--- config.mk ---
export PLATFORM = sky130hd
export DESIGN_NAME = seg7_to_tc4_decoder_flat
export DESIGN_NICKNAME = d
export VERILOG_FILES = /design/src/rtl/seg7_to_tc4_decoder_if.sv /design/src/rtl/seg7_to_tc4_decoder.sv /design/src/flat_wrapper.sv
export SDC_FILE = /design/constraint.sdc
export NUM_CORES = 1
export LEC_CHECK = 0
export ABC_AREA = 1
export BUFFER_PORTS_ARGS = -buffer_cell sky130_fd_sc_hd__buf_2
export CORE_MARGIN = 10
export CORE_UTILIZATION = 45
export DETAILED_ROUTE_END_ITERATION = 8
export HOLD_SLACK_MARGIN = 0.08
export PLACE_DENSITY = 0.76
export SYNTH_ARGS = -nofsm -noshare
export SYNTH_HDL_FRONTEND = slang
export SYNTH_SLANG_ARGS = --single-unit
--- constraint.sdc ---
create_clock -name clk -period 2.2 [get_ports clk]
set_input_delay 0.22 -clock clk [delete_from_list [all_inputs] [get_ports clk]]
set_output_delay 0.22 -clock clk [all_outputs]
set_load 0.02 [all_outputs]
--- src/rtl/seg7_to_tc4_decoder_if.sv ---
// Segment-bus input and valid/ready value output of seg7_to_tc4_decoder.
// master = bus driver / consumer side, slave = decoder side.
interface seg7_to_tc4_decoder_if;
  logic [6:0] seg_in;
  logic       seg_valid;
  logic       seg_sel;
  logic [3:0] N;
  logic       out_valid;
  logic       out_ready;
  logic       err;
  logic       overrun;
  logic [7:0] err_count;

  modport master (
    output seg_in, seg_valid, seg_sel, out_ready,
    input  N, out_valid, err, overrun, err_count
  );

  modport slave (
    input  seg_in, seg_valid, seg_sel, out_ready,
    output N, out_valid, err, overrun, err_count
  );
endinterface

--- src/rtl/seg7_to_tc4_decoder.sv ---
// Decodes multiplexed active-low sign/magnitude 7-segment frames into a filtered 4-bit
// two's-complement value. Optional saturating error counter: SEG7_TC4_ERRCNT_EN.
//
// state     | meaning
// WAIT_SIGN | expecting a sign digit; a magnitude digit here is a framing error
// WAIT_MAG  | sign stored; a magnitude digit completes the frame, a sign digit replaces it
module seg7_to_tc4_decoder #(
  parameter int unsigned STABLE_CNT = 3
) (
  input  logic                  clk,
  input  logic                  reset,
  seg7_to_tc4_decoder_if.slave  bus
);

  localparam logic [0:0] WAIT_SIGN = 1'b0;
  localparam logic [0:0] WAIT_MAG  = 1'b1;
  localparam logic [3:0] STABLE    = 4'(STABLE_CNT);

  logic [0:0] state_q;
  logic       sign_ok_q, sign_neg_q;
  logic       cand_vld_q;
  logic [3:0] cand_q, cnt_q;
  logic       last_vld_q;
  logic [3:0] last_q;
  logic [3:0] n_q;
  logic       out_valid_q, err_q, overrun_q;

  logic       mag_ok;
  logic [3:0] mag_d;
  logic       frame_done, framing_err, frame_legal, cand_hit, emit, err_d;
  logic [3:0] frame_val, cnt_next;

  always_comb begin
    mag_ok = 1'b1;
    mag_d  = 4'd0;
    case (bus.seg_in)
      7'b1000000: mag_d = 4'd0;
      7'b1111001: mag_d = 4'd1;
      7'b0100100: mag_d = 4'd2;
      7'b0110000: mag_d = 4'd3;
      7'b0011001: mag_d = 4'd4;
      7'b0010010: mag_d = 4'd5;
      7'b0000010: mag_d = 4'd6;
      7'b1111000: mag_d = 4'd7;
      7'b0000000: mag_d = 4'd8;
      default:    mag_ok = 1'b0;
    endcase
  end

  assign frame_done  = bus.seg_valid & bus.seg_sel & (state_q == WAIT_MAG);
  assign framing_err = bus.seg_valid & bus.seg_sel & (state_q == WAIT_SIGN);
  // -0 and +8 have no 4-bit two's-complement meaning
  assign frame_legal = sign_ok_q & mag_ok
                     & ~(sign_neg_q & (mag_d == 4'd0))
                     & ~(~sign_neg_q & (mag_d == 4'd8));
  assign frame_val   = sign_neg_q ? (4'd0 - mag_d) : mag_d;
  assign cand_hit    = cand_vld_q & (cand_q == frame_val);
  assign cnt_next    = cand_hit ? ((cnt_q >= STABLE) ? cnt_q : cnt_q + 4'd1) : 4'd1;
  assign emit        = frame_done & frame_legal & (cnt_next == STABLE)
                     & (~last_vld_q | (last_q != frame_val));
  assign err_d       = framing_err | (frame_done & ~frame_legal);

  always_ff @(posedge clk or posedge reset) begin
    if (reset) begin
      state_q    <= WAIT_SIGN;
      sign_ok_q  <= 1'b0;
      sign_neg_q <= 1'b0;
    end else if (bus.seg_valid) begin
      if (!bus.seg_sel) begin
        sign_ok_q  <= (bus.seg_in == 7'b1111111) | (bus.seg_in == 7'b0111111);
        sign_neg_q <= (bus.seg_in == 7'b0111111);
        state_q    <= WAIT_MAG;
      end else begin
        state_q    <= WAIT_SIGN;
      end
    end
  end

  always_ff @(posedge clk or posedge reset) begin
    if (reset) begin
      cand_vld_q <= 1'b0;
      cand_q     <= 4'd0;
      cnt_q      <= 4'd0;
    end else if (frame_done) begin
      if (!frame_legal) begin
        cand_vld_q <= 1'b0;
        cand_q     <= 4'd0;
        cnt_q      <= 4'd0;
      end else begin
        cand_vld_q <= 1'b1;
        cand_q     <= frame_val;
        cnt_q      <= cnt_next;
      end
    end
  end

  // A dropped value leaves last_q untouched so it re-qualifies on a later frame.
  always_ff @(posedge clk or posedge reset) begin
    if (reset) begin
      n_q         <= 4'd0;
      out_valid_q <= 1'b0;
      last_vld_q  <= 1'b0;
      last_q      <= 4'd0;
      err_q       <= 1'b0;
      overrun_q   <= 1'b0;
    end else begin
      err_q     <= err_d;
      overrun_q <= 1'b0;
      if (emit) begin
        if (!out_valid_q || bus.out_ready) begin
          n_q         <= frame_val;
          out_valid_q <= 1'b1;
          last_vld_q  <= 1'b1;
          last_q      <= frame_val;
        end else begin
          overrun_q   <= 1'b1;
        end
      end else if (out_valid_q && bus.out_ready) begin
        out_valid_q <= 1'b0;
      end
    end
  end

`ifdef SEG7_TC4_ERRCNT_EN
  logic [7:0] err_count_q;

  always_ff @(posedge clk or posedge reset) begin
    if (reset) begin
      err_count_q <= 8'h00;
    end else if (err_d && (err_count_q != 8'hFF)) begin
      err_count_q <= err_count_q + 8'h01;
    end
  end

  assign bus.err_count = err_count_q;
`else
  assign bus.err_count = 8'h00;
`endif

  assign bus.N         = n_q;
  assign bus.out_valid = out_valid_q;
  assign bus.err       = err_q;
  assign bus.overrun   = overrun_q;

endmodule

--- src/flat_wrapper.sv ---
// flat-port wrapper written by rule: the top's interface ports become plain ports
module seg7_to_tc4_decoder_flat 
#(
  parameter int unsigned STABLE_CNT = 3
)
  (clk, reset, bus_seg_in, bus_seg_valid, bus_seg_sel, bus_out_ready, bus_N, bus_out_valid, bus_err, bus_overrun, bus_err_count);
  seg7_to_tc4_decoder_if bus_i ();
  input  logic clk;
  input  logic reset;
  input wire logic [$bits(bus_i.seg_in)-1:0] bus_seg_in;
  input wire logic [$bits(bus_i.seg_valid)-1:0] bus_seg_valid;
  input wire logic [$bits(bus_i.seg_sel)-1:0] bus_seg_sel;
  input wire logic [$bits(bus_i.out_ready)-1:0] bus_out_ready;
  output wire logic [$bits(bus_i.N)-1:0] bus_N;
  output wire logic [$bits(bus_i.out_valid)-1:0] bus_out_valid;
  output wire logic [$bits(bus_i.err)-1:0] bus_err;
  output wire logic [$bits(bus_i.overrun)-1:0] bus_overrun;
  output wire logic [$bits(bus_i.err_count)-1:0] bus_err_count;
  assign bus_i.seg_in = bus_seg_in;
  assign bus_i.seg_valid = bus_seg_valid;
  assign bus_i.seg_sel = bus_seg_sel;
  assign bus_i.out_ready = bus_out_ready;
  assign bus_N = bus_i.N;
  assign bus_out_valid = bus_i.out_valid;
  assign bus_err = bus_i.err;
  assign bus_overrun = bus_i.overrun;
  assign bus_err_count = bus_i.err_count;
  seg7_to_tc4_decoder #(.STABLE_CNT(STABLE_CNT)) u_core (.clk(clk), .reset(reset), .bus(bus_i));
endmodule
==> results.cfg, run 1 <==
[setup_path]
crit_path_start_kind = input pin
r2r-start = u_core.sign_neg_q$_DFFE_PP0P_
rrSetupSlack_ns = 0.39
slowest_delay_ns = 0.32
worst-path-max-fanout = 5
ff2ff_path_depth = 13
worstPathRequired_ns = 2.41
cp-end-kind = flop
worstSetupEndpoint = u_core.last_q[3]$_DFFE_PP0P_
critPathKind = in2reg
timing.rr.end = u_core.last_q[3]$_DFFE_PP0P_
crit_chain = buf_2 > inv_2 > nand3_2 > inv_2 > nand2_2 > nand2_2 > nor2_4 > ha_1 > or2_2 > nand2_2 > nand2_1 > nand2_1 > nor2_1 > nand3_1 > nand2_2 > nor2_8 > nand2_4 > nand2_1 > nand2_1
crit_start = bus_seg_in[6]
cpMaxStageDelayCell = or2_2
cp.arrival_ns = 2.21

[timing]
maxSlewHeadroom = 0.508
slew_violations = 0
tightest_slew_ns = 0.737
fin_crit_sh = 0.908
period_needed_ns = 2.00
fin_skew_ns = 0.00178
tns_ns = 0
max_freq_mhz = 501
finalHoldViolCount = 0
setup_viol_count_final = 0

[routing]
drtPass1Iterations = 4
via_per_inst = 4.65
detail-route-antenna-nets = 0
wire_per_inst_um = 10.9
route.vias.total = 1401
drc_errors = 0
routed_wl_um = 3290
dr.first_iter.drc_count = 69

[placement]
dp_hpwl_um = 2760
routabilityCongestion = 0.843
placed_area_mm2 = 0.00179
io_buffers = 18

[pwr]
p_seq_frac = 0.471
p_sw_frac = 0.247
p_comb_frac = 0.144
max-vdd-ir-drop_v = 0.000439
p_int_uw = 595
p_leak_uw = 0.00110
p_per_area_mw_per_mm2 = 426
power.switching_uw = 195
clock_power_share = 0.384

[final_layout]
nFillCells = 303
final_area_mm2 = 0.00186
fin_nets = 272
n_antenna_cell = 0
syn_to_final_growth_pct = 22.8
drive_above_1_share = 0.331

[clock_network]
clk_path_buf_depth = 2
h-tree-depth = 1
postCtsSetupBuffers = 0
insertion_delay_ns = 0.30
cts_root_buf = clkbuf_4
clock_sinks = 20
cts_tree = built
cts.clk_slew.worst_paths_ns = 0.12
numCtsBuffers = 3

[grt]
grt_max_degree = 21
grt_overflow = 0
grt_usage = 0.118
grt_pass1_vias = 1450
antenna_found_initial = 0
grt_pass1_wl_um = 6260

[logic_synthesis]
synth-main-ff-cell = dfrtp_1
synth_most_common_cell = nand2_1
muxShareOfSynthArea = 0.00745
ys_async_sr_fraction = 1.00
yosysSeqAreaShare = 0.331
synth_top_family_by_area = simple AND/OR/NAND/NOR gates
synth_xor_area_frac = 0.0174
synthTopCellsByCount = nand2_1, inv_1, nor2_1
synth-seq-cells = 20
yosysTopAreaCell = dfrtp_1
syn_area_mm2 = 0.00151
synth_edf_count = 0
ys_top_cells_by_area = dfrtp_1, nand2_1, inv_1, nor2_1, nand2_2
synthDistinctLibCells = 28
synth_warnings = 0
synth-simple-area-share = 0.443
syn_avg_cell_area_um2 = 7.10
synthCells = 213
synthAdderAreaFrac = 0.0166
synth.top_cell.area_share = 0.331
synth_compound_area_frac = 0.0430

[die]
ios = 27
core_area_mm2 = 0.00313
die_h_um = 78.0
die_area_mm2 = 0.00608
die_w_um = 78.0
num_rows = 20
initial_core_util = 0.483

[status]
status = completed

[job]
cap_violations = 0

[min_path]
hp-class = in2reg
-- power by group through the flow --
stage               combinational [uW]  clock (uW)  sequential (uW)
detailed placement                 111           0              379
finish                             114         304              372
CTS                                113         309              372
global placement                   109           0              379
global route                       129         330              373
floorplan                         76.1           0              380
-- critical path: cells and delay by family --
kind                     cells  cell delay [ns]
buffers and inverters        3             0.32
adder cells (fa/ha/maj)      1             0.27
AND/OR/NAND/NOR             15             1.38
-- placed cells by master, fill, tap and decap left out, types with 2 or more instances in the layout --
master | Yosys | layout
nor2_2 | 3 | 5
clkbuf_4 | 0 | 3
inv_1 | 32 | 32
nand2_4 | 3 | 3
o21ai_0 | 7 | 7
ha_1 | 2 | 2
nand2_1 | 50 | 50
nand3_2 | 4 | 4
nand3_1 | 15 | 15
nor2_1 | 24 | 22
dfrtp_1 | 20 | 20
nor2_4 | 4 | 4
nand2_2 | 12 | 12
buf_4 | 8 | 22
xor2_1 | 2 | 2
conb_1 | 1 | 8
buf_2 | 0 | 18
nand4_1 | 4 | 4
o22ai_1 | 4 | 4
inv_2 | 8 | 8
-- registers in the layout (all words and copies together) (netlist names) --
register              cells
u_core.cand_q             4
u_core.cnt_q              4
u_core.last_q             4
u_core.bus.err            1
u_core.bus.out_valid      1
u_core.bus.overrun        1
u_core.cand_vld_q         1
u_core.last_vld_q         1
u_core.sign_neg_q         1
u_core.sign_ok_q          1
u_core.state_q            1
-- logic make-up (layout without fill, tap and decap cells) --
group,count (synthesis),count (layout)
AO/OA/AOI/OAI,12,12
multiplexers,1,1
adder cells (fa/ha/maj),2,2
buffers and inverters,48,85
AND/OR/NAND/NOR,126,126
flip-flops,20,20
other,1,8
XOR/XNOR,3,3
-- area by class of cell --
class | instances | area [um^2] | area share
Sequential cell | 20 | 500 | 0.270
Timing Repair Buffer | 41 | 265 | 0.143
Tap cell | 44 | 55.1 | 0.0297
Multi-Input combinational cell | 152 | 832 | 0.448
Inverter | 40 | 150 | 0.0809
Clock inverter | 1 | 30.0 | 0.0162
Clock buffer | 3 | 22.5 | 0.0121
-- layer usage --
metal  track usage  vias to the layer above  share of wire
li1              -                      736              -
met1         0.154                      631           0.47
met2         0.195                       30           0.47
met3        0.0288                        4          0.047
met4        0.0215                        0          0.012
met5             0                        -              0
-- how the worst min path moves through the flow --
stage               cells past startpoint  slack, ns           from                             to
floorplan                               1       0.18          reset       u_core.bus.err$_DFF_PP0_
global placement                        2       0.37          reset   u_core.cand_q[0]$_DFFE_PP0P_
detailed placement                      2       0.38          reset   u_core.cand_q[0]$_DFFE_PP0P_
CTS                                     2       0.16  bus_seg_in[6]  u_core.sign_neg_q$_DFFE_PP0P_
global route                            2       0.17  bus_seg_in[6]  u_core.sign_neg_q$_DFFE_PP0P_
finish                                  3       0.17    bus_seg_sel   u_core.sign_ok_q$_DFFE_PP0P_
-- metrics by stage --
step                instances   util  setup WS (ns)  total power [uW]  hold slack [ns]
floorplan                 220      -         0.0512               456            0.184
global placement          296  0.572        -0.0630               488            0.373
detailed placement        296  0.572         -0.119               490            0.385
CTS                       301  0.592          0.211               794            0.155
global route              301  0.593      -0.000461               832            0.174
finish                    301  0.593          0.203               790            0.172
-- what timing repair did --
action | CTS | global route
hold buffers | 1 | 0
hold endpoints to repair | 20 | 0
gates resized for setup | 0 | 2
setup endpoints to repair | 0 | 3
(Power assumes the default switching activity.)
==> run 2: changes to the inputs <==
--- a/config.mk
+++ b/config.mk
@@ -6,7 +6,7 @@
 export NUM_CORES = 1
 export LEC_CHECK = 0
 export ABC_AREA = 1
-export BUFFER_PORTS_ARGS = -buffer_cell sky130_fd_sc_hd__buf_2
+export BUFFER_PORTS_ARGS = -buffer_cell sky130_fd_sc_hd__buf_4
 export CORE_MARGIN = 10
 export CORE_UTILIZATION = 45
 export DETAILED_ROUTE_END_ITERATION = 8
==> run 2 against run 1 <==
Effect of this change: die area did not move; sequential share of layout area fell by 0.39 points; critical path depth did not move; first-iteration DRC count fell by 28%; setup slack got worse by 0.022 ns.
==> results.cfg, run 2 (synthesized netlist as in run 1, its figures left out) <==
[die]
initial_core_util = 0.483
die_w_um = 78.0
num_rows = 20
die_area_mm2 = 0.00608
core_area_mm2 = 0.00313
ios = 27
die_h_um = 78.0

[grt]
antenna_found_initial = 0
grt_pass1_vias = 1413
grt_pass1_wl_um = 6000
grt_max_degree = 21
grt_overflow = 0
grt_usage = 0.119

[placement]
dpl.cell_count = 298
dp_hpwl_um = 2890
io_buffers = 18
routabilityCongestion = 0.869
post-place-ws_ns = -0.176

[setup_path]
timing.rr.end = u_core.last_q[2]$_DFFE_PP0P_
worstPathRequired_ns = 2.40
cp-end-kind = flop
slowest_delay_ns = 0.31
ff2ff_path_depth = 13
crit_path_start_kind = input pin
cpMaxStageDelayCell = or2_2
worst-path-max-fanout = 5
r2r-start = u_core.sign_neg_q$_DFFE_PP0P_
critPathKind = in2reg
rrSetupSlack_ns = 0.36
cp_common_cell = nand2_1
cp.arrival_ns = 2.22
crit_chain = buf_4 > inv_1 > nand2_1 > nor2_2 > nand2_2 > nand2_2 > nor2_4 > ha_1 > or2_2 > nand2_2 > nand2_1 > nand2_1 > nor2_1 > nand3_1 > nand2_2 > nor2_8 > nand2_4 > nand2_1 > nand2_1

[clock_network]
insertion_delay_ns = 0.30
clock_sinks = 20
h-tree-depth = 1
cts.clk_slew.worst_paths_ns = 0.11
cts_root_buf = clkbuf_4
cts_tree = built
numCtsBuffers = 3
clk_path_buf_depth = 2
postCtsSetupBuffers = 0

[timing]
tns_ns = 0
fin_skew_ns = 0.00617
worst_slack_ns = 0.181
period_needed_ns = 2.02
maxSlewHeadroom = 0.491
fin_crit_sh = 0.918
slew_violations = 0
finalHoldViolCount = 0
rsz0062_at_grt = no
tightest_slew_ns = 0.762
setup_viol_count_final = 0
max_freq_mhz = 495

[routing]
routed_wl_um = 3420
wire_per_inst_um = 11.3
via_per_inst = 4.61
dr.first_iter.drc_count = 50
detail-route-antenna-nets = 0
route.vias.total = 1393
drc_errors = 0
drtPass1Iterations = 4

[final_layout]
layout_commonest_cell = nand2_1
syn_to_final_growth_pct = 24.6
n_antenna_cell = 0
nFillCells = 301
fin_cells = 302
reg_top3 = u_core.cand_q (4), u_core.cnt_q (4), u_core.last_q (4)
final_cell_mix = nand2_1, buf_4, inv_1, nor2_1, dfrtp_1
fin_nets = 274
drive_above_1_share = 0.329

[min_path]
worstHoldPathCells = 3
hp-class = in2reg
whs_endpoint = u_core.sign_ok_q$_DFFE_PP0P_
hold_start = bus_seg_sel

[pwr]
p_total_uw = 671
p_per_area_mw_per_mm2 = 356
p_leak_uw = 0.00110
max-vdd-ir-drop_v = 0.000147

[status]
status = completed

[job]
cap_violations = 0
[run 2: cell count changes in the layout (fill, tap and decap cells not counted), sizes merged]
cell    before  now
buf         40   42
bufinv       1    0
[run 2: layer usage]
metal | vias up | GRT usage | routed length, um
met5 | - | 0 | 0
met4 | 0 | 0.0520 | 60
met3 | 5 | 0.0253 | 124
met2 | 27 | 0.200 | 1630
met1 | 620 | 0.142 | 1610
li1 | 741 | - | -
[run 2: how the worst max path moves through the flow]
| stage | from | endpoint | cells after the start |
|---|---|---|---|
| after CTS | bus_seg_in[0] | u_core.last_q[2]$_DFFE_PP0P_ | 19 |
| final | bus_seg_in[0] | u_core.last_q[2]$_DFFE_PP0P_ | 19 |
| after global placement | bus_seg_in[0] | u_core.last_q[0]$_DFFE_PP0P_ | 19 |
| after global routing | bus_seg_in[0] | u_core.last_q[1]$_DFFE_PP0P_ | 19 |
| after detailed placement | bus_seg_in[0] | u_core.last_q[2]$_DFFE_PP0P_ | 19 |
| after floorplan | bus_seg_in[0] | u_core.last_q[2]$_DFFE_PP0P_ | 19 |
[run 2: critical path, delay by kind of cell]
kind,cells,cell delay [ns]
adder cells (fa/ha/maj),1,0.27
AND/OR/NAND/NOR,16,1.49
buffers and inverters,2,0.23
[run 2: final cells by class]
class	instances	area, um^2	area share
Tap cell	44	55.1	0.0292
Sequential cell	20	500	0.266
Inverter	40	150	0.0797
Timing Repair Buffer	43	325	0.173
Multi-Input combinational cell	152	830	0.441
Clock buffer	3	22.5	0.0120
[run 2: timing repair]
| item | 4_1_cts | 5_1_grt |
|---|---|---|
| endpoints found under the setup margin | 0 | 4 |
| hold buffers | 1 | 0 |
| endpoints found under the hold margin | 20 | 0 |
| gates resized for setup | 0 | 1 |
[run 2: report_power, final]
group,internal (uW),switching (uW)
registers,371,1.49
logic,47.5,74.0
clock network,64.0,113
[run 2: metrics by stage]
step | instance area [um^2] | utilization | hold slack (ns)
after CTS | 1880 | 0.601 | 0.165
final | 1880 | 0.602 | 0.167
after global placement | 1850 | 0.591 | 0.399
after detailed placement | 1850 | 0.591 | 0.413
after global routing | 1880 | 0.602 | 0.200
after floorplan | 1540 | - | 0.184
==> run 3: changes to the inputs <==
--- a/config.mk
+++ b/config.mk
@@ -6,7 +6,7 @@
 export NUM_CORES = 1
 export LEC_CHECK = 0
 export ABC_AREA = 1
-export BUFFER_PORTS_ARGS = -buffer_cell sky130_fd_sc_hd__buf_4
+export BUFFER_PORTS_ARGS = -buffer_cell sky130_fd_sc_hd__clkbuf_2
 export CORE_MARGIN = 10
 export CORE_UTILIZATION = 45
 export DETAILED_ROUTE_END_ITERATION = 8
==> run 3 against run 2 <==
Effect of this change: fmax grew 1.5%; sequential cell count is the same; via count grew 1.4%; clock-buffer cell count is the same; setup slack gained 0.030 ns; critical path depth shrank 1; cell area shrank 1.2%; register-to-register slack lost 0.08 ns; largest power group unchanged.
==> results.cfg, run 3 (synthesized netlist as in run 1, its figures left out) <==
[final_layout]
multi_input_area_um2 = 850
drive_above_1_share = 0.345
final_cell_mix = nand2_1, inv_1, buf_4, nor2_1, dfrtp_1
final_util = 0.595
ff_latch_area_um2 = 500
reg_top3 = u_core.cand_q (4), u_core.cnt_q (4), u_core.last_q (4)
nFillCells = 318
n_antenna_cell = 0
syn_to_final_growth_pct = 23.1
fin_nets = 274
layout_commonest_cell = nand2_1

[pwr]
p_leak_uw = 0.00109
power.switching_uw = 195
p_seq_frac = 0.555
max-vdd-ir-drop_v = 0.000310
p_per_area_mw_per_mm2 = 361
clock_power_share = 0.270
p_int_uw = 476
p_sw_frac = 0.291
p_comb_frac = 0.175

[timing]
slew_violations = 0
setup_viol_count_final = 0
finalHoldViolCount = 0
maxSlewHeadroom = 0.499
period_needed_ns = 1.99
tns_ns = 0
tightest_slew_ns = 0.750
fin_crit_sh = 0.904
rsz0062_at_grt = no
fin_skew_ns = 0.00220
max_freq_mhz = 503

[routing]
detail-route-antenna-nets = 0
via_per_inst = 4.68
drc_errors = 0
drtPass1Iterations = 4
route.vias.total = 1412
routed_wl_um = 3490
wire_per_inst_um = 11.5
dr.first_iter.drc_count = 68

[setup_path]
slowest_delay_ns = 0.27
critPathKind = in2reg
cp.arrival_ns = 2.20
worstPathRequired_ns = 2.41
worst-path-max-fanout = 5
cp_common_cell = nand2_1
crit_path_start_kind = input pin
crit_chain = clkbuf_2 > nand2_2 > nor2_1 > nand3_1 > nand2_2 > nor2_4 > ha_1 > or2_4 > nand2_4 > nand2_1 > nand2_1 > nor2_1 > nand3_1 > nand2_2 > nor2_8 > nand2_4 > nand2_1 > nand2_1
cpMaxStageDelayCell = ha_1
cp-end-kind = flop

[die]
num_rows = 20
die_area_mm2 = 0.00608
core_area_mm2 = 0.00313
die_w_um = 78.0
ios = 27
initial_core_util = 0.483
die_h_um = 78.0

[grt]
grt_pass1_vias = 1456
antenna_found_initial = 0
grt_overflow = 0
grt_usage = 0.116
grt_pass1_wl_um = 6080
grt_max_degree = 21

[clock_network]
cts_tree = built
cts_root_buf = clkbuf_4
h-tree-depth = 1
insertion_delay_ns = 0.31
clk_path_buf_depth = 2
clock_sinks = 20
cts.clk_slew.worst_paths_ns = 0.11
numCtsBuffers = 3

[status]
status = completed

[job]
cap_violations = 0

[min_path]
hp-class = in2reg

[placement]
routabilityCongestion = 0.830
io_buffers = 18
dp_hpwl_um = 2840
[run 3: power by group through the flow]
stage                     clock network (uW)  registers (uW)  logic, uW
after floorplan                            0             380       76.1
after global placement                     0             379        109
after detailed placement                   0             379        111
after CTS                                179             372        113
after global routing                     202             373        132
final                                    181             372        118
[run 3: path summary, 6_finish.rpt]
path                                               start  slack, ns  cells after the start                       endpoint
setup / recovery                           bus_seg_in[5]       0.21                     18   u_core.last_q[0]$_DFFE_PP0P_
setup reg to reg             u_core.cnt_q[0]$_DFFE_PP0P_       0.28                     10   u_core.last_q[0]$_DFFE_PP0P_
min in group asynchronous                          reset       0.56                      3   u_core.bus.overrun$_DFF_PP0_
hold / removal                             bus_seg_valid       0.17                      3     u_core.state_q$_DFFE_PP0P_
hold reg to reg            u_core.last_vld_q$_DFFE_PP0P_       0.50                      2  u_core.last_vld_q$_DFFE_PP0P_
max in group asynchronous                          reset       1.17                      3   u_core.cand_q[3]$_DFFE_PP0P_
[run 3: layout make-up]
type,count,area share
Sequential cell,20,0.269
Multi-Input combinational cell,152,0.457
Clock buffer,3,0.0121
Inverter,40,0.0820
Tap cell,44,0.0296
Timing Repair Buffer,43,0.151
[run 3: critical path: cells and delay by family]
family / cells / cell delay [ns]
simple gates: 16 / 1.58
buf+inv: 1 / 0.12
fa+ha+maj: 1 / 0.27
[run 3: per-layer routing]
metal | share of wire | vias to the layer above | wire length [um] | global-route usage
li1 | - | 732 | - | -
met1 | 0.45 | 651 | 1580 | 0.142
met2 | 0.50 | 27 | 1760 | 0.200
met3 | 0.038 | 2 | 132 | 0.0288
met4 | 0.0037 | 0 | 13 | 0.0269
met5 | 0 | - | 0 | 0
[run 3: metrics by stage]
stage          power (uW)  area (um^2)  cells  worst slack (ns)  hold WS (ns)
4_1_cts               663         1820    300             0.182         0.173
3_3_place_gp          488         1790    296           -0.0753         0.354
5_1_grt               706         1860    302            0.0178         0.168
3_5_place_dp          490         1790    296            -0.143         0.372
2_1_floorplan         456         1540    220            0.0512         0.184
6_report              671         1860    302             0.211         0.168
[run 3: what timing repair did]
action	4_1_cts	5_1_grt
endpoints found under the setup margin	0	5
setup buffers	0	2
endpoints found under the hold margin	20	0
gates resized for setup	0	9
hold buffers	1	0
